`src/rtl/note_seq_pkg.sv`:
```
// Shared types and the default melody table for the note sequencer.
package note_seq_pkg;

    localparam int ENTRY_W = 7;
    localparam int MAX_LEN = 16;
    localparam int IDX_W   = $clog2(MAX_LEN);

    typedef enum logic [1:0] {
        IDLE   = 2'd0,
        PLAY   = 2'd1,
        PAUSED = 2'd2
    } seq_state_e;

    typedef struct packed {
        logic       tom;
        logic [2:0] notas;
        logic [2:0] dur;
    } note_entry_t;

    // Ascending sweep of all 16 display codes, one beat each.
    function automatic logic [MAX_LEN*ENTRY_W-1:0] default_table();
        logic [MAX_LEN*ENTRY_W-1:0] tbl;
        logic [3:0]                 code;
        tbl = '0;
        for (int i = 0; i < MAX_LEN; i++) begin
            code = 4'(i);
            tbl[i*ENTRY_W +: ENTRY_W] = {code, 3'd0};
        end
        return tbl;
    endfunction

endpackage

```
`src/rtl/note_sequencer_rom.sv`:
```
// Combinational 16-entry note table lookup; contents fixed at elaboration.
module note_rom
    import note_seq_pkg::*;
#(
    parameter logic [MAX_LEN*ENTRY_W-1:0] TABLE = default_table()
) (
    input  logic [IDX_W-1:0]   idx,
    output logic [ENTRY_W-1:0] entry
);

    assign entry = TABLE[idx*ENTRY_W +: ENTRY_W];

endmodule

```
`src/rtl/note_sequencer.sv`:
```
// Melody playback engine driving TOM/NOTAS for the note display.
// Define NOTE_SEQ_LOOP_EN to wrap playback to entry 0 instead of stopping.
//
// state   | meaning
// IDLE    | outputs zeroed, waiting for Start
// PLAY    | current entry on outputs, tick/beat counters running
// PAUSED  | current entry held, counters frozen
module note_sequencer
    import note_seq_pkg::*;
#(
    parameter int                         TICKS_PER_BEAT = 4,
    parameter int                         SEQ_LEN        = 16,
    parameter logic [MAX_LEN*ENTRY_W-1:0] TABLE          = default_table()
) (
    input  logic       Clock,
    input  logic       Reset,
    input  logic       Start,
    input  logic       Stop,
    input  logic       Pause,
    output logic       TOM,
    output logic [2:0] NOTAS,
    output logic       Note_valid,
    output logic       Busy,
    output logic       Done
);

    localparam logic [1:0]       ST_IDLE   = 2'(IDLE);
    localparam logic [1:0]       ST_PLAY   = 2'(PLAY);
    localparam logic [1:0]       ST_PAUSED = 2'(PAUSED);
    localparam logic [15:0]      TICK_LAST = 16'(TICKS_PER_BEAT - 1);
    localparam logic [IDX_W-1:0] LAST_IDX  = IDX_W'(SEQ_LEN - 1);

    logic [1:0]         state_q, state_d;
    logic [IDX_W-1:0]   idx_q, idx_d;
    logic [15:0]        tick_q, tick_d;
    logic [2:0]         beat_q, beat_d;
    logic [2:0]         dur_q;
    logic               done_d;
    logic               active_d;
    logic [ENTRY_W-1:0] rom_word;
    note_entry_t        next_entry;

    // The ROM is addressed with the next index so the outputs can be registered.
    note_rom #(.TABLE(TABLE)) u_rom (
        .idx   (idx_d),
        .entry (rom_word)
    );

    assign next_entry = note_entry_t'(rom_word);
    assign active_d   = (state_d != ST_IDLE);

    always_comb begin
        state_d = state_q;
        idx_d   = idx_q;
        tick_d  = tick_q;
        beat_d  = beat_q;
        done_d  = 1'b0;
        case (state_q)
            ST_IDLE: begin
                if (Start && !Stop) begin
                    state_d = ST_PLAY;
                    idx_d   = '0;
                    tick_d  = '0;
                    beat_d  = '0;
                end
            end
            ST_PLAY, ST_PAUSED: begin
                if (Stop) begin
                    state_d = ST_IDLE;
                    idx_d   = '0;
                    tick_d  = '0;
                    beat_d  = '0;
                end else if (Pause) begin
                    state_d = ST_PAUSED;
                end else begin
                    // Leaving PAUSED counts in the same cycle, so only Pause-high cycles are lost.
                    state_d = ST_PLAY;
                    if (tick_q != TICK_LAST) begin
                        tick_d = tick_q + 16'd1;
                    end else begin
                        tick_d = '0;
                        if (beat_q != dur_q) begin
                            beat_d = beat_q + 3'd1;
                        end else begin
                            beat_d = '0;
                            if (idx_q != LAST_IDX) begin
                                idx_d = idx_q + 1'b1;
                            end else begin
                                idx_d  = '0;
                                done_d = 1'b1;
`ifdef NOTE_SEQ_LOOP_EN
                                state_d = ST_PLAY;
`else
                                state_d = ST_IDLE;
`endif
                            end
                        end
                    end
                end
            end
            default: begin
                state_d = ST_IDLE;
                idx_d   = '0;
                tick_d  = '0;
                beat_d  = '0;
            end
        endcase
    end

    always_ff @(posedge Clock) begin
        if (Reset) begin
            state_q    <= ST_IDLE;
            idx_q      <= '0;
            tick_q     <= '0;
            beat_q     <= '0;
            dur_q      <= '0;
            TOM        <= 1'b0;
            NOTAS      <= 3'd0;
            Note_valid <= 1'b0;
            Busy       <= 1'b0;
            Done       <= 1'b0;
        end else begin
            state_q    <= state_d;
            idx_q      <= idx_d;
            tick_q     <= tick_d;
            beat_q     <= beat_d;
            dur_q      <= next_entry.dur;
            TOM        <= active_d ? next_entry.tom : 1'b0;
            NOTAS      <= active_d ? next_entry.notas : 3'd0;
            Note_valid <= active_d;
            Busy       <= active_d;
            Done       <= done_d;
        end
    end

endmodule

```
`config.mk`:
```
export PLATFORM = sky130hd
export DESIGN_NAME = note_sequencer
export DESIGN_NICKNAME = d
export VERILOG_FILES = /design/src/rtl/note_seq_pkg.sv /design/src/rtl/note_sequencer_rom.sv /design/src/rtl/note_sequencer.sv
export SDC_FILE = /design/constraint.sdc
export NUM_CORES = 1
export LEC_CHECK = 0
export CORE_ASPECT_RATIO = 0.5
export CORE_MARGIN = 3
export CORE_UTILIZATION = 55
export DETAILED_ROUTE_END_ITERATION = 6
export PLACE_DENSITY_LB_ADDON = 0.2
export RECOVER_POWER = 100
export SLEW_MARGIN = 20
export SYNTH_ARGS = -nofsm -noshare
export SYNTH_HDL_FRONTEND = slang
export SYNTH_SLANG_ARGS = --single-unit
```
`constraint.sdc`:
```
create_clock -name Clock -period 2.6 [get_ports Clock]
set_clock_uncertainty 0.2 [all_clocks]
set_input_delay 0.39 -clock Clock [delete_from_list [all_inputs] [get_ports Clock]]
set_output_delay 0.39 -clock Clock [all_outputs]
set_load 0.01 [all_outputs]
```
# Yosys cells after proc, flatten, opt, wreduce, memory -nomap -nowiden
# Index checks and enable logic that the tools add are counted.
# word_totals
reg_bits	34
output_inout_bits	7
wordCells	59
in_bits	5
# classes
n_shift	1
add_sub_neg	3
mul	1
reduce_logical	9
muxes	26
n_bitwise	2
n_eq_ne	8
# ops
operator	n
112-bit by 8-bit variable part select with 7-bit output (first input constant)	1
16-bit two-way mux	4
16-bit one-hot mux with 2 select lines	1
4-bit two-way mux	6
16-bit by 1-bit adder with 16-bit output (second input constant)	1
16-bit by 2-bit inequality test with 1-bit output (second input constant)	1
3-bit two-way mux	5
4-bit one-hot mux with 2 select lines	1
4-bit by 3-bit multiplier with 7-bit output (second input constant)	1
2-bit two-way mux	3
3-bit inequality test (second input constant)	2
3-bit one-hot mux with 2 select lines	1
6-bit OR reduction	1
4-bit by 1-bit adder with 4-bit output (second input constant)	1
1-bit two-way mux	4
4-bit inequality test (second input constant)	1
2-bit one-hot mux with 2 select lines	1
2-bit OR reduction	2
3-bit by 1-bit adder with 3-bit output (second input constant)	1
3-bit inequality test	1
3-bit AND reduction	1
2-bit by 1-bit == test with 1-bit output (second input constant)	1
2-bit == test (second input constant)	1
2-bit zero test	1
6 further kinds	7

# Longest topological paths before layout
# depth
ltp_word	10
ltp_mapped	9
mapped_depth_nobuf	7

# Modules after synthesis
# A second synthesis with hierarchy kept.
# unflattened
cells_unflattened	226
hier_area_um2	1905.6
# modules_own_cells
mod	cells_each	seq_area_each_um2	n_inst	area_each_um2
note_sequencer	218	680.7	1	1849.3
note_rom	8	0.0	1	56.3

# Least setup slack after synthesis
# No wires, ideal clock.
# synth_timing
path_type	reg-to-reg
start	register state_q[0]
end	register tick_q[5]
required_ns	2.285
setup_slack_ns	0.579
path_stages_with_launch	9
path_buffers	1
arrival_ns	1.706
setup_time_ns	0.115
path_cell_list	dfxtp_1 -> inv_1 -> ha_1 -> nor2b_1 -> buf_2 -> a221oi_2 -> and3_1 -> xnor2_1 -> nor2_1
# synth_between
elab_chain_len	4
word_cells_on_any_way	8
cone_classes	eq/ne: 4; mux: 1; reduce/logical: 3
# synth_lines
item	line_no	rtl
start, declared	note_sequencer.sv:33	logic [1:0] state_q, state_d;
start signal, assigned	note_sequencer.sv:123	state_q <= state_d;
2-bit by 1-bit == test with 1-bit output / 2-bit == test (equally long branches)	note_sequencer.sv:58	case (state_q)
2-bit OR reduction	note_sequencer.sv:58	
3-bit inequality test (no line)	n/a	
2-bit AND reduction (no line)	n/a	
end signal, assigned	note_sequencer.sv:125	tick_q <= tick_d;
end, declared	note_sequencer.sv:35	logic [15:0] tick_q, tick_d;
# Parallel ways exist; a longest one is shown, timed or not.
# A chain may end at the register's enable or synchronous reset.

# Worst setup path after layout
# layout_timing
start	register state_q[0]
end	register tick_q[3]
# The elaborated chain is that of the path after synthesis.

==> results.json <==
{
  "die_h_um": 44.1,
  "cp.depth": 8,
  "ir_drop_uv": 325,
  "crit_type": "reg2reg",
  "design_area_um2": 1790,
  "rsz0062_at_grt": "false",
  "fill_cells": 216,
  "vias": 1316,
  "fin_nets": 203,
  "dieArea_um2": 3620,
  "yosys.area.top_type": "dfxtp_1",
  "setup_violations": 0,
  "grt_start_max_net_pins": 13,
  "synth_compound_area_share_pct": 12.9,
  "dp_hpwl_um": 2350,
  "worstMarginPinSlew_ns": 0.553,
  "yosys.area_share.simple_pct": 29.1,
  "fin_util_pct": 67.2,
  "die-width_um": 82.1,
  "max-slew-margin-rel_pct": 62.9,
  "first_iter_violations": 51,
  "synth_commonest_cells": "dfxtp_1 (31), nor2_1 (25)",
  "start_util_pct": 59.7,
  "track_usage_pct": 22.0,
  "cpLargestDelayFamily": "simple AND/OR/NAND/NOR gates",
  "multi_input_area_um2": 862,
  "postPlaceCellArea_um2": 1720,
  "synth_xor_area_share_pct": 7.70,
  "cts_resized": 0,
  "synth_top_family_by_area": "simple AND/OR/NAND/NOR gates",
  "seqCellArea_um2": 621,
  "status": "completed",
  "antenna_found_initial": 0,
  "min-delay-start": "tick_q[12]",
  "cts_sinks": 31,
  "synth_warnings": 0,
  "timing.final.crit_period_ns": 2.30,
  "clkLatencyLatePin_ns": 0.29,
  "p_leak_uw": 0.000663,
  "crit_arrival_ns": 2.26,
  "synth_area_um2": 1590,
  "grt_first_pass_wirelength_um": 5890,
  "io_pins": 12,
  "slew_viol_final": 0,
  "synth_fp_nets": 191,
  "routed_wirelength_um": 3300,
  "fmax_ghz": 0.434,
  "postSynth.asyncResetShare_pct": 0,
  "first_pass_iters": 4,
  "clockRootBuffer": "clkbuf_8",
  "synth_fa_ha_area_share_pct": 4.71,
  "numPortBuffers": 11,
  "worst_setup_path_end_kind": "register",
  "synth_top_area_share_pct": 39.0,
  "cp-start-kind": "register",
  "fp-row-count": 13,
  "worstHoldPathCells": 1,
  "gp_congestion": 0.833,
  "coreArea_um2": 2670,
  "yosysMostFrequentCell": "dfxtp_1",
  "seq_area_frac_synth_pct": 39.0,
  "rr_endpoint": "tick_q[3]",
  "muxShareOfSynthArea_pct": 0.943,
  "overflow": 0,
  "drc": 0,
  "grt_pass1_vias": 1282,
  "holdPathEnd": "tick_q[12]",
  "cts.clk_slew.worst_paths_ns": 0.07,
  "ys_top_cells_by_area": "dfxtp_1 (39%), nor2_1 (5.9%), ha_1 (4.7%)",
  "routedWlPerCell_um": 14.3,
  "crit_chain": "inv_1 > ha_1 > nor2b_1 > buf_4 > a22oi_1 > o21ai_4 > nand2b_1 > nor2_1",
  "ys_ff_latch": 31,
  "r2r_start": "state_q[0]",
  "cp_max_fo": 12,
  "slowest_delay_ns": 0.38,
  "h-tree-depth": 2,
  "cts_tree": "yes",
  "cts_hold_buf": 0,
  "cap_violations": 0,
  "n_antenna_cell": 0,
  "r2r_setup_slack_ns": 0.30,
  "post-cts-setup-buffers": 0,
  "ys.flop_type": "dfxtp_1",
  "clk_path_buf_depth": 2,
  "cp_data_required_time_ns": 2.56,
  "postSynthCellCount": 180,
  "viasPerCell": 5.72,
  "cts_buffers": 5,
  "antenna_left": 0,
  "ys_types": 43,
  "synth_area_per_cell_um2": 8.85,
  "critPathSlowestCell": "nand2b_1",
  "tns_ns": 0,
  "p_per_area_nw_per_um2": 577,
  "cp.buffers_inverters": 2,
  "synth_edf_count": 0,
  "hold_viol": 0,
  "area_delta_synth_final_pct": 12.5,
  "r2r_cells": 8,
  "worstHoldPathType": "reg2reg",
  "final.period_utilization_pct": 88.6,
  "drive_gt1_share_pct": 9.33
}
[how the worst max path moves through the flow]
stage / from / to
after floorplan: state_q[0] / tick_q[5]
final: state_q[0] / tick_q[3]
after CTS: state_q[0] / tick_q[5]
after global routing: state_q[0] / tick_q[11]
after detailed placement: Stop / tick_q[5]
after global placement: Stop / tick_q[5]
[worst register-to-register path: cells and delay by family, from the launching register on]
family          cells  cell delay (ns)
compound gates      2             0.44
buf+inv             2             0.23
fa+ha+maj           1             0.30
simple gates        3             0.62
flops               1             0.37
[state kept, by name, indices dropped and copies added, names as in the netlist]
signal,count
Done,1
tick_q,16
NOTAS,3
state_q,2
TOM,1
Busy,1
idx_q,4
beat_q,3
[where the power goes]
group | internal, uW | leakage (uW) | switching, uW
Clock | 241 | 0.0000515 | 182
Combinational | 47.4 | 0.000361 | 76.1
Sequential | 482 | 0.000250 | 4.88
[cells by family (layout without fill, tap and decap cells)]
kind of cell,count (synthesis),after routing
adder cells (fa/ha/maj),6,6
AND/OR/NAND/NOR,85,85
multiplexers,1,1
flip-flops,31,31
buffers and inverters,17,30
XOR/XNOR,14,14
AO/OA/AOI/OAI,26,26
[layout make-up]
class / instances / area share, %
Sequential cell: 31 / 34.6
Multi-Input combinational cell: 132 / 48.1
Clock buffer: 8 / 5.59
Timing Repair Buffer: 15 / 7.61
Inverter: 7 / 1.47
Tap cell: 37 / 2.58
[cell usage in the layout (no fill, tap or decap), types with 7 or more instances in the layout]
| cell type | count |
|---|---|
| nor2_1 | 25 |
| xor2_1 | 8 |
| nand3_1 | 8 |
| dlygate4sd3_1 | 8 |
| clkbuf_8 | 7 |
| nand2_1 | 8 |
| nor4_1 | 7 |
| dfxtp_1 | 31 |
| nor3_1 | 8 |
| nand4_1 | 8 |
| inv_1 | 7 |
[layer usage]
layer	track usage (%)	vias to the layer above	routed length, um
met5	0	-	0
met4	8.94	0	28
met3	9.76	4	188
met2	32.7	32	1450
met1	28.2	619	1630
li1	-	661	-
[metrics by stage]
stage / hold slack, ns / instances / power, uW / worst slack (ns)
floorplan: 0.266 / 180 / 595 / 0.579
global placement: 0.283 / 222 / 626 / 0.280
detailed placement: 0.293 / 222 / 628 / 0.240
CTS: 0.324 / 230 / 1040 / 0.335
global route: 0.355 / 230 / 1080 / 0.102
finish: 0.325 / 230 / 1030 / 0.297
Note: power is estimated with default switching activity, not from simulation.
